`src/rtl/mix_pkg.sv`:
```
// Shared types and helpers for the audio mix engine: FSM states, accumulator
// sizing and sample saturation.
package mix_pkg;

  localparam int GAIN_W = 3;

  typedef enum logic [3:0] {
    IDLE,
    RD_REQ,
    RD_WAIT,
    ACC,
    WR_REQ,
    WR_WAIT,
    AUD,
    NEXT,
    DONE
  } mix_state_t;

  // Wide enough to sum NUM_CH full-scale samples without wrapping.
  function automatic int acc_width(input int samp_w, input int num_ch);
    return samp_w + $clog2(num_ch) + 1;
  endfunction

  // Clamp a signed value into the signed range of a samp_w-bit sample.
  function automatic longint sat_sample(input longint v, input int samp_w);
    longint hi;
    longint lo;
    hi = (longint'(1) <<< (samp_w - 1)) - 1;
    lo = -(longint'(1) <<< (samp_w - 1));
    if (v > hi) return hi;
    if (v < lo) return lo;
    return v;
  endfunction

endpackage

```
`src/rtl/mix_sat_acc.sv`:
```
// One channel-half accumulator: sign-extend, arithmetic shift by gain,
// accumulate, and present the saturated result with a clip flag.
module mix_sat_acc
  import mix_pkg::*;
#(
  parameter int SAMP_W = 16,
  parameter int ACC_W  = 20
) (
  input  logic              i_clk,
  input  logic              i_rst,
  input  logic              clr,
  input  logic              add_en,
  input  logic [SAMP_W-1:0] sample,
  input  logic [GAIN_W-1:0] gain,
  output logic [SAMP_W-1:0] sat_out,
  output logic              clipped
);

  logic signed [ACC_W-1:0] acc_reg;
  logic signed [ACC_W-1:0] ext;
  logic signed [ACC_W-1:0] shifted;
  longint                  acc_wide;
  longint                  sat_wide;

  always_comb begin
    ext     = {{(ACC_W - SAMP_W){sample[SAMP_W-1]}}, sample};
    shifted = ext >>> gain;
  end

  always_ff @(posedge i_clk or negedge i_rst) begin
    if (!i_rst) begin
      acc_reg <= '0;
    end else if (clr) begin
      acc_reg <= '0;
    end else if (add_en) begin
      acc_reg <= acc_reg + shifted;
    end
  end

  always_comb begin
    acc_wide = longint'(acc_reg);
    sat_wide = sat_sample(acc_wide, SAMP_W);
    sat_out  = SAMP_W'(sat_wide);
    clipped  = (sat_wide != acc_wide);
  end

endmodule

```
`src/rtl/mix_engine.sv`:
```
// Multi-track audio mixer: reads one stereo word per enabled channel, sums with
// per-channel attenuation and saturation, writes back and streams to the DAC.
// Optional clip counter port enabled by defining MIX_CLIP_COUNT_EN.
module mix_engine
  import mix_pkg::*;
#(
  parameter int NUM_CH = 8,
  parameter int ADDR_W = 23,
  parameter int SAMP_W = 16,
  parameter int LEN_W  = 16
) (
  input  logic                          i_clk,
  input  logic                          i_rst,
  input  logic                          mix_start,
  input  logic [NUM_CH-1:0][ADDR_W-1:0] mix_src_addr,
  input  logic [ADDR_W-1:0]             mix_dst_addr,
  input  logic [NUM_CH-1:0]             mix_ch_en,
  input  logic [NUM_CH-1:0][GAIN_W-1:0] mix_gain,
  input  logic [LEN_W-1:0]              mix_len,
  output logic                          mix_busy,
  output logic                          mix_done,
  output logic                          mix_read,
  output logic                          mix_write,
  output logic [ADDR_W-1:0]             mix_addr,
  output logic [2*SAMP_W-1:0]           mix_writedata,
  input  logic [2*SAMP_W-1:0]           mix_readdata,
  input  logic                          mix_sdram_finished,
  output logic                          mix_audio_valid,
  output logic [2*SAMP_W-1:0]           mix_audio_data,
  input  logic                          mix_audio_ready
`ifdef MIX_CLIP_COUNT_EN
  ,
  output logic [15:0]                   mix_clip_cnt
`endif
);

  localparam int ACC_W  = acc_width(SAMP_W, NUM_CH);
  localparam int CH_W   = $clog2(NUM_CH);
  localparam int DATA_W = 2 * SAMP_W;

  mix_state_t                    state_reg, state_next;
  logic [NUM_CH-1:0][ADDR_W-1:0] src_addr_reg;
  logic [ADDR_W-1:0]             dst_addr_reg;
  logic [NUM_CH-1:0]             ch_en_reg;
  logic [NUM_CH-1:0][GAIN_W-1:0] gain_reg;
  logic [LEN_W-1:0]              len_reg;
  logic [LEN_W-1:0]              word_idx_reg;
  logic [CH_W-1:0]               ch_reg;
  logic [DATA_W-1:0]             rdata_reg;

  logic [CH_W-1:0]   next_ch;
  logic              next_found;
  logic              acc_clr;
  logic              acc_add;
  logic [DATA_W-1:0] sat_word;
  logic [1:0]        clip_flag;
  logic [ADDR_W-1:0] idx_ext;
  logic [LEN_W-1:0]  idx_inc;

  function automatic logic [CH_W-1:0] lowest_ch(input logic [NUM_CH-1:0] mask);
    lowest_ch = '0;
    for (int i = NUM_CH - 1; i >= 0; i--) begin
      if (mask[i]) lowest_ch = CH_W'(i);
    end
  endfunction

  // Scan downwards so the lowest enabled channel above ch_reg wins.
  always_comb begin
    next_found = 1'b0;
    next_ch    = ch_reg;
    for (int i = NUM_CH - 1; i >= 0; i--) begin
      if (ch_en_reg[i] && (CH_W'(i) > ch_reg)) begin
        next_found = 1'b1;
        next_ch    = CH_W'(i);
      end
    end
  end

  always_comb begin
    idx_ext = ADDR_W'(word_idx_reg);
    idx_inc = word_idx_reg + LEN_W'(1);
  end

  always_comb begin
    state_next = state_reg;
    case (state_reg)
      IDLE: begin
        if (mix_start) begin
          if ((mix_ch_en == '0) || (mix_len == '0)) state_next = DONE;
          else                                      state_next = RD_REQ;
        end
      end
      RD_REQ:  state_next = RD_WAIT;
      RD_WAIT: if (mix_sdram_finished) state_next = ACC;
      ACC:     state_next = next_found ? RD_REQ : WR_REQ;
      WR_REQ:  state_next = WR_WAIT;
      WR_WAIT: if (mix_sdram_finished) state_next = AUD;
      AUD:     if (mix_audio_ready) state_next = NEXT;
      NEXT:    state_next = (idx_inc == len_reg) ? DONE : RD_REQ;
      DONE:    state_next = IDLE;
      default: state_next = IDLE;
    endcase
  end

  always_ff @(posedge i_clk or negedge i_rst) begin
    if (!i_rst) begin
      state_reg    <= IDLE;
      src_addr_reg <= '0;
      dst_addr_reg <= '0;
      ch_en_reg    <= '0;
      gain_reg     <= '0;
      len_reg      <= '0;
      word_idx_reg <= '0;
      ch_reg       <= '0;
      rdata_reg    <= '0;
    end else begin
      state_reg <= state_next;
      case (state_reg)
        IDLE: begin
          if (mix_start) begin
            src_addr_reg <= mix_src_addr;
            dst_addr_reg <= mix_dst_addr;
            ch_en_reg    <= mix_ch_en;
            gain_reg     <= mix_gain;
            len_reg      <= mix_len;
            word_idx_reg <= '0;
            ch_reg       <= lowest_ch(mix_ch_en);
          end
        end
        RD_WAIT: if (mix_sdram_finished) rdata_reg <= mix_readdata;
        ACC:     if (next_found) ch_reg <= next_ch;
        NEXT: begin
          word_idx_reg <= idx_inc;
          ch_reg       <= lowest_ch(ch_en_reg);
        end
        default: ;
      endcase
    end
  end

  always_comb begin
    acc_clr = ((state_reg == IDLE) && mix_start) || (state_reg == NEXT);
    acc_add = (state_reg == ACC);
  end

  // Half 0 is the right sample (low bits), half 1 the left sample.
  generate
    for (genvar gi = 0; gi < 2; gi++) begin : g_half
      mix_sat_acc #(
        .SAMP_W(SAMP_W),
        .ACC_W (ACC_W)
      ) u_acc (
        .i_clk  (i_clk),
        .i_rst  (i_rst),
        .clr    (acc_clr),
        .add_en (acc_add),
        .sample (rdata_reg[gi*SAMP_W +: SAMP_W]),
        .gain   (gain_reg[ch_reg]),
        .sat_out(sat_word[gi*SAMP_W +: SAMP_W]),
        .clipped(clip_flag[gi])
      );
    end
  endgenerate

  // Outputs decode straight from state so reset forces them all to zero at once.
  always_comb begin
    mix_busy        = (state_reg != IDLE) && (state_reg != DONE);
    mix_done        = (state_reg == DONE);
    mix_read        = (state_reg == RD_REQ) || (state_reg == RD_WAIT);
    mix_write       = (state_reg == WR_REQ) || (state_reg == WR_WAIT);
    mix_addr        = '0;
    mix_writedata   = '0;
    mix_audio_valid = (state_reg == AUD);
    mix_audio_data  = '0;
    if (mix_read)        mix_addr = src_addr_reg[ch_reg] + idx_ext;
    if (mix_write) begin
      mix_addr      = dst_addr_reg + idx_ext;
      mix_writedata = sat_word;
    end
    if (mix_audio_valid) mix_audio_data = sat_word;
  end

`ifdef MIX_CLIP_COUNT_EN
  logic [15:0] clip_cnt_reg;

  // Sampled once per word, in the single WR_REQ cycle.
  always_ff @(posedge i_clk or negedge i_rst) begin
    if (!i_rst) begin
      clip_cnt_reg <= '0;
    end else if ((state_reg == IDLE) && mix_start) begin
      clip_cnt_reg <= '0;
    end else if ((state_reg == WR_REQ) && (|clip_flag) && (clip_cnt_reg != 16'hFFFF)) begin
      clip_cnt_reg <= clip_cnt_reg + 16'd1;
    end
  end

  assign mix_clip_cnt = clip_cnt_reg;
`endif

endmodule

```
`config.mk`:
```
export PLATFORM = sky130hd
export DESIGN_NAME = mix_engine
export DESIGN_NICKNAME = d
export VERILOG_FILES = /design/src/rtl/mix_pkg.sv /design/src/rtl/mix_sat_acc.sv /design/src/rtl/mix_engine.sv
export SDC_FILE = /design/constraint.sdc
export NUM_CORES = 1
export LEC_CHECK = 0
export BUFFER_PORTS_ARGS = -buffer_cell sky130_fd_sc_hd__buf_2
export CAP_MARGIN = 10
export CORE_ASPECT_RATIO = 1.1
export CORE_UTILIZATION = 57
export DETAILED_ROUTE_END_ITERATION = 16
export PLACE_DENSITY = 0.9
export SLEW_MARGIN = 20
export SYNTH_ARGS = -nofsm -noshare
export SYNTH_HDL_FRONTEND = slang
export SYNTH_SLANG_ARGS = --single-unit
```
`constraint.sdc`:
```
create_clock -name i_clk -period 16.6 [get_ports i_clk]
set_clock_uncertainty 0.1 [all_clocks]
set_input_delay 2.49 -clock i_clk [delete_from_list [all_inputs] [get_ports i_clk]]
set_output_delay 2.49 -clock i_clk [all_outputs]
set_load 0.005 [all_outputs]
```
==> results.md, run 1 <==
- Outcome: complete, no violations
- Max-slew violations: 0
- TNS Setup: 0 ns
- Largest net degree at the start of global routing: 201
- Reg clk slew, reported paths: 0.06 ns
- Max_slew headroom: 20.4%
- Total die area: 0.0368 mm2
- Clk buf depth: 3
- Fillers: 2480
- Lkg Pwr: 11.2 nW
- CTS tree: yes
- CTS Sinks: 350
- Initial antenna violation count: 21
- First-pass GRT wire length: approximately 92000 um
- CP startpoint kind: flip-flop
- Mapped Area: between 0.02 and 0.025 mm2
- Port buffer count: 383
- GR Overflow Total: 0
- Routed Antenna Nets: 0
- Async SR Flop Fraction: 100%
- Crit end category: primary output
- WL final: between 50000 and 60000 um
- Worst-path maximum fanout: 41
- Reg-to-reg endpoint: g_half[0].u_acc.acc_reg[19]
- 1st-pass router iterations: 6
- # setup viols final: 0
- H-tree depth: 2
- Gpl congestion: ~1
- Die X: roughly 180 um
- Critical R2R Launch: ch_reg[1]
- Initial core utilization: 58.2%
- Max VDD drop: 0.000146 V
- Later-pin clock latency in the skew report: 0.54 ns
- RSZ-0062 raised after global routing: no
- Post CTS Setup Buffer Count: 0
- Worst slew pin tran: 1.19 ns
- Final hold vios: 0
- Reg2reg path depth: 15
- Max reg flops: 184
- Residual DRC count: 0
- Mapped Cells: 1865
- Share of layout cells above drive strength 1: 37.2%
- Crit path to: mix_addr[20]
- Gr usage total: roughly 32%
- Crit path from: ch_reg[0]
- Final layout net count: 2583
- Top-level I/O count: 384
- Row count: 72
- Reg2reg setup slack: 10.59 ns
- Worst hold margin: 0.401 ns
- Post-layout util: 68.5%
- Yosys warning total: 0
- Post-CTS Resized: 0
- Vias in the first global route: 17157
- Largest stage delay, worst path: 0.70 ns
- Period utilization: 49.1%
- Vias/cell: 6.11
- Hold-fix buffers at CTS: 0
- Worst endpoint data arrival time: 5.57 ns
- Post-synth EDFFs: 0
- CTS Root Cell: clkbuf_16
- Fmax: 123 MHz
- Worst Setup Path Type: reg2out
- Chip height: 201 um
- Initial drt markers: 1293
- Area growth syn-to-layout: 17.5%
- Fin crit period: 8.16 ns
- Total power per unit cell area: between 200 and 250 mW/mm2
- Num CTS Buffers: 39
- #FFs+latches synth: 350
- Post-DP HPWL: ~42000 um
- Library cells used by synthesis: 71
- Hold Path Class: reg2reg
- CP max-delay cell: buf_4
- Required @ worst endpoint: ~14 ns
- Core area: 0.0353 mm2
- Most common flop cell mapped by yosys: dfrtp_1
- Max-cap violations: 0
- Avg Cell Area, Syn: 11.0 um2
- Critical path cell sequence: buf_4 > mux4_2 > mux2_2 > ha_1 > nor2b_1 > o21a_1 > o21ai_1 > a211oi_1 > o2111ai_1 > and3_1 > or4_1 > o211ai_1 > buf_2
- Sequential area share after synthesis: between 40% and 50%
- Synthesized net count: around 2200
- Drt wl/cell: 21.4 um
- Via count: roughly 17000
-- worst min path at each step --
| stage | from | to | slack, ns | cells past startpoint |
|---|---|---|---|---|
| 2_1_floorplan | g_half[0].u_acc.acc_reg[8] | g_half[0].u_acc.acc_reg[8] | 0.37 | 2 |
| 3_3_place_gp | src_addr_reg[63] | src_addr_reg[63] | 0.38 | 1 |
| 3_5_place_dp | src_addr_reg[81] | src_addr_reg[81] | 0.39 | 1 |
| 4_1_cts | src_addr_reg[170] | src_addr_reg[170] | 0.41 | 1 |
| 5_1_grt | src_addr_reg[91] | src_addr_reg[91] | 0.42 | 1 |
| 6_report | src_addr_reg[170] | src_addr_reg[170] | 0.40 | 1 |
-- routing by layer --
layer	up-vias	track usage [%]	wire, um
met1	8131	37.8	21600
met4	16	17.5	3320
li1	7540	-	-
met3	212	8.31	5030
met2	815	53.2	28600
met5	-	0	94
-- stage by stage --
step | worst slack [ns] | instance area (um2) | cells | power (W)
floorplan | 9.64 | 20600 | 1865 | 0.00406
global placement | 9.18 | 22900 | 2652 | 0.00474
detailed placement | 9.09 | 22900 | 2652 | 0.00493
CTS | 8.48 | 24100 | 2721 | 0.00585
global route | 8.20 | 24200 | 2730 | 0.00626
finish | 8.44 | 24200 | 2737 | 0.00588
-- where the power goes --
| group | total, W | internal, W | leakage (nW) | switching [W] |
|---|---|---|---|---|
| Sequential | 0.00160 | 0.00127 | 4.22 | 0.000333 |
| Clock | 0.000868 | 0.000507 | 0.616 | 0.000362 |
| Combinational | 0.00341 | 0.00160 | 6.41 | 0.00181 |
-- critical path, delay by kind of cell (launching register included) --
| kind | cells | cell delay, ns |
|---|---|---|
| multiplexers | 2 | 0.88 |
| flip-flops | 1 | 0.61 |
| buffers and inverters | 2 | 0.92 |
| adder cells (fa/ha/maj) | 1 | 0.36 |
| AO/OA/AOI/OAI | 5 | 1.33 |
| AND/OR/NAND/NOR | 3 | 0.90 |
-- kinds of logic after synthesis --
| family | Yosys count | share of synthesized area [%] |
|---|---|---|
| AOI/OAI and AO/OA | 323 | 10.0 |
| buffers and inverters | 119 | 2.40 |
| xor gates and xnor gates | 86 | 3.66 |
| muxes | 424 | 25.8 |
| and+or+nand+nor | 484 | 10.6 |
| DFF | 350 | 42.6 |
| adders and majority gates | 79 | 4.95 |
-- synthesized netlist by cell type (all sizes together) (6+ instances only) --
cell type / n / area [um2]
a211o: 7 / 61.3
nand2b: 12 / 75.1
ha: 75 / 938
nand2: 162 / 608
a31oi: 9 / 56.3
clkbuf: 53 / 199
a211oi: 11 / 82.6
dfrtp: 350 / 8760
nor2: 162 / 608
xnor2: 43 / 377
a22o: 7 / 61.3
nor2b: 12 / 75.1
mux4: 52 / 1170
o211ai: 11 / 82.6
o22ai: 14 / 87.6
o21ai: 110 / 551
o31ai: 14 / 105
inv: 28 / 105
a21oi: 64 / 320
and3: 18 / 113
nor4: 12 / 81.3
nor3b: 6 / 45.0
or3: 10 / 62.6
nand3: 30 / 150
mux2i: 63 / 651
nand4: 11 / 68.8
o21a: 11 / 82.6
a21o: 27 / 203
mux2: 309 / 3480
xor2: 43 / 377
nor3: 26 / 130
buf: 36 / 181
and2: 10 / 62.6
-- area by class of cell --
class / instances / area (um2) / share of cell area, %
Multi-Input combinational cell: 1396 / 11300 / 46.9
Sequential cell: 350 / 8760 / 36.3
Timing Repair Buffer: 395 / 2040 / 8.45
Clock buffer: 52 / 1080 / 4.45
Tap cell: 481 / 602 / 2.49
Clock inverter: 17 / 198 / 0.818
Inverter: 30 / 113 / 0.466
Antenna cell: 16 / 40.0 / 0.166
-- layout by cell type (no fill, tap or decap), drive strengths merged, types with 5 or more instances in the layout --
master,instances
a211o,7
a211oi,11
a21o,27
a21oi,64
a22o,7
a31oi,9
and2,10
and3,18
buf,395
clkbuf,52
clkinv,10
dfrtp,350
diode,16
ha,75
inv,31
mux2,309
mux2i,63
mux4,52
nand2,162
nand2b,12
nand3,30
nand4,11
nor2,162
nor2b,12
nor3,26
nor3b,6
nor4,12
o2111ai,5
o211ai,11
o21a,11
o21ai,110
o22ai,14
o31ai,14
or3,10
xnor2,43
xor2,43
No activity file was read; power rests on OpenSTA's default activity.
==> run 2, diff against run 1 <==
- clock period: 16.6 -> 8 ns (I/O delays scaled with it)
==> results.md, run 2 (same netlist as run 1, synthesis figures left out) <==
- Vias in the first global route: 17039
- Total die area: 0.0368 mm2
- Outcome: complete, no violations
- Area growth syn-to-layout: 17.6%
- Gr usage total: between 30% and 40%
- Fmax: 151 MHz
- Max_slew headroom: 23.4%
- Required @ worst endpoint: approximately 6.7 ns
- Fin crit period: 6.62 ns
- Largest net degree at the start of global routing: 179
- Row count: about 70
- Die X: 183 um
- Crit end category: primary output
- Vias/cell: ~6.1
- Initial core utilization: 58.2%
- Area of the multi-input gates: 0.0113 mm2
- Post-route setup slack: 1.38 ns
- Period utilization: between 80 and 90%
- Reg clk slew, reported paths: 0.07 ns
- Register area: 0.00876 mm2
- Max VDD drop: 0.000298 V
- Max-cap violations: 0
- Initial drt markers: 1231
- Total power per unit cell area: 509 mW/mm2
- Drt wl/cell: 22.5 um
- Later-pin clock latency in the skew report: 0.54 ns
- Lkg Pwr: 11.3 nW
- RSZ-0062 raised after global routing: no
- GR Overflow Total: 0
- CP startpoint kind: flip-flop
- Max-slew violations: 0
- Final hold vios: 0
- Residual DRC count: 0
- Worst endpoint data arrival time: 5.32 ns
- Final layout net count: 2586
- Post-DP HPWL: 43000 um
- First-pass GRT wire length: 93700 um
- CTS tree: yes
- Clk buf depth: 3
- Core area: around 0.035 mm2
- Post CTS Setup Buffer Count: 0
- Num CTS Buffers: 38
- Share of layout cells above drive strength 1: 37.2%
- CTS Root Cell: clkbuf_16
- TNS Setup: 0 ns
- Post-CTS Resized: 0
- Worst Setup Path Type: reg2out
- WL final: 61500 um
- Max reg flops: between 150 and 200
- Fillers: 2507
- Initial antenna violation count: 17
- Routed Antenna Nets: 0
- Chip height: between 200 and 250 um
- H-tree depth: 2
- Hold-fix buffers at CTS: 0
- Worst slew pin tran: 1.15 ns
- Worst-path maximum fanout: 42
- Port buffer count: 383
- # setup viols final: 0
- Pwr Total: roughly 0.012 W
- Top-level I/O count: between 300 and 400
- Via count: 16832
- Commonest cells after routing, fill and taps aside: buf_2 (382), dfrtp_1 (347), mux2_2 (309), nand2_1 (162), nor2_1 (161)
- CTS Sinks: 350
- Commonest non-fill, non-tap cell in the layout: buf_2
- Gpl congestion: just over 0.9
- DP Worst Slack: 1.65 ns
- Hold Path Class: reg2reg
- 1st-pass router iterations: 6
==> run 2: power breakdown <==
part / total, W / internal, W / switching, W
clock: 0.00176 / 0.00105 / 0.000718
combinational: 0.00706 / 0.00334 / 0.00372
sequential: 0.00347 / 0.00263 / 0.000845
==> run 2: metrics by stage <==
stage	hold WS, ns	std cells	utilization (%)	cell area [um2]
after floorplan	0.373	1865	-	20600
final	0.405	2739	68.5	24200
after detailed placement	0.392	2655	64.8	22900
after global routing	0.420	2732	68.4	24200
after CTS	0.408	2719	68.3	24100
after global placement	0.384	2655	64.8	22900
==> run 2: layout make-up <==
cell class / count / area share, %
repair buffers: 399 / 8.65
multi-input cells: 1396 / 46.9
flip-flops and latches: 350 / 36.2
well taps: 481 / 2.49
clock buffers: 55 / 4.53
diodes: 19 / 0.197
clock inverters: 9 / 0.523
inverters: 30 / 0.466
==> run 2: final timing paths <==
path,start,end,slack (ns),cells after the start
min in group asynchronous,i_rst,len_reg[4],0.59,1
worst min-delay path,src_addr_reg[160],src_addr_reg[160],0.41,1
worst max register to register,ch_reg[0],g_half[0].u_acc.acc_reg[19],1.59,15
max in group asynchronous,i_rst,dst_addr_reg[11],5.36,3
worst min register to register,src_addr_reg[160],src_addr_reg[160],0.41,1
worst max-delay path,ch_reg[0],mix_addr[20],1.38,12
==> run 2: per-layer routing <==
metal / wire [um] / share of wire (%) / GRT usage, %
met5: 59 / 0.096 / 0
met4: 3760 / 6.1 / 19.0
met3: 5020 / 8.2 / 8.47
met2: 30300 / 49 / 54.7
met1: 22400 / 36 / 38.5
==> run 2: worst max-delay path, cell delays in order (launching register included) <==
cell       delay (ns)
dfrtp_4          0.98
mux4_2           0.62
mux2_2           0.31
ha_1             0.35
nor2b_1          0.19
o21a_1           0.15
o21ai_1          0.13
a211oi_1         0.50
o2111ai_1        0.32
and3_1           0.25
or4_1            0.47
o211ai_1         0.22
buf_2            0.22
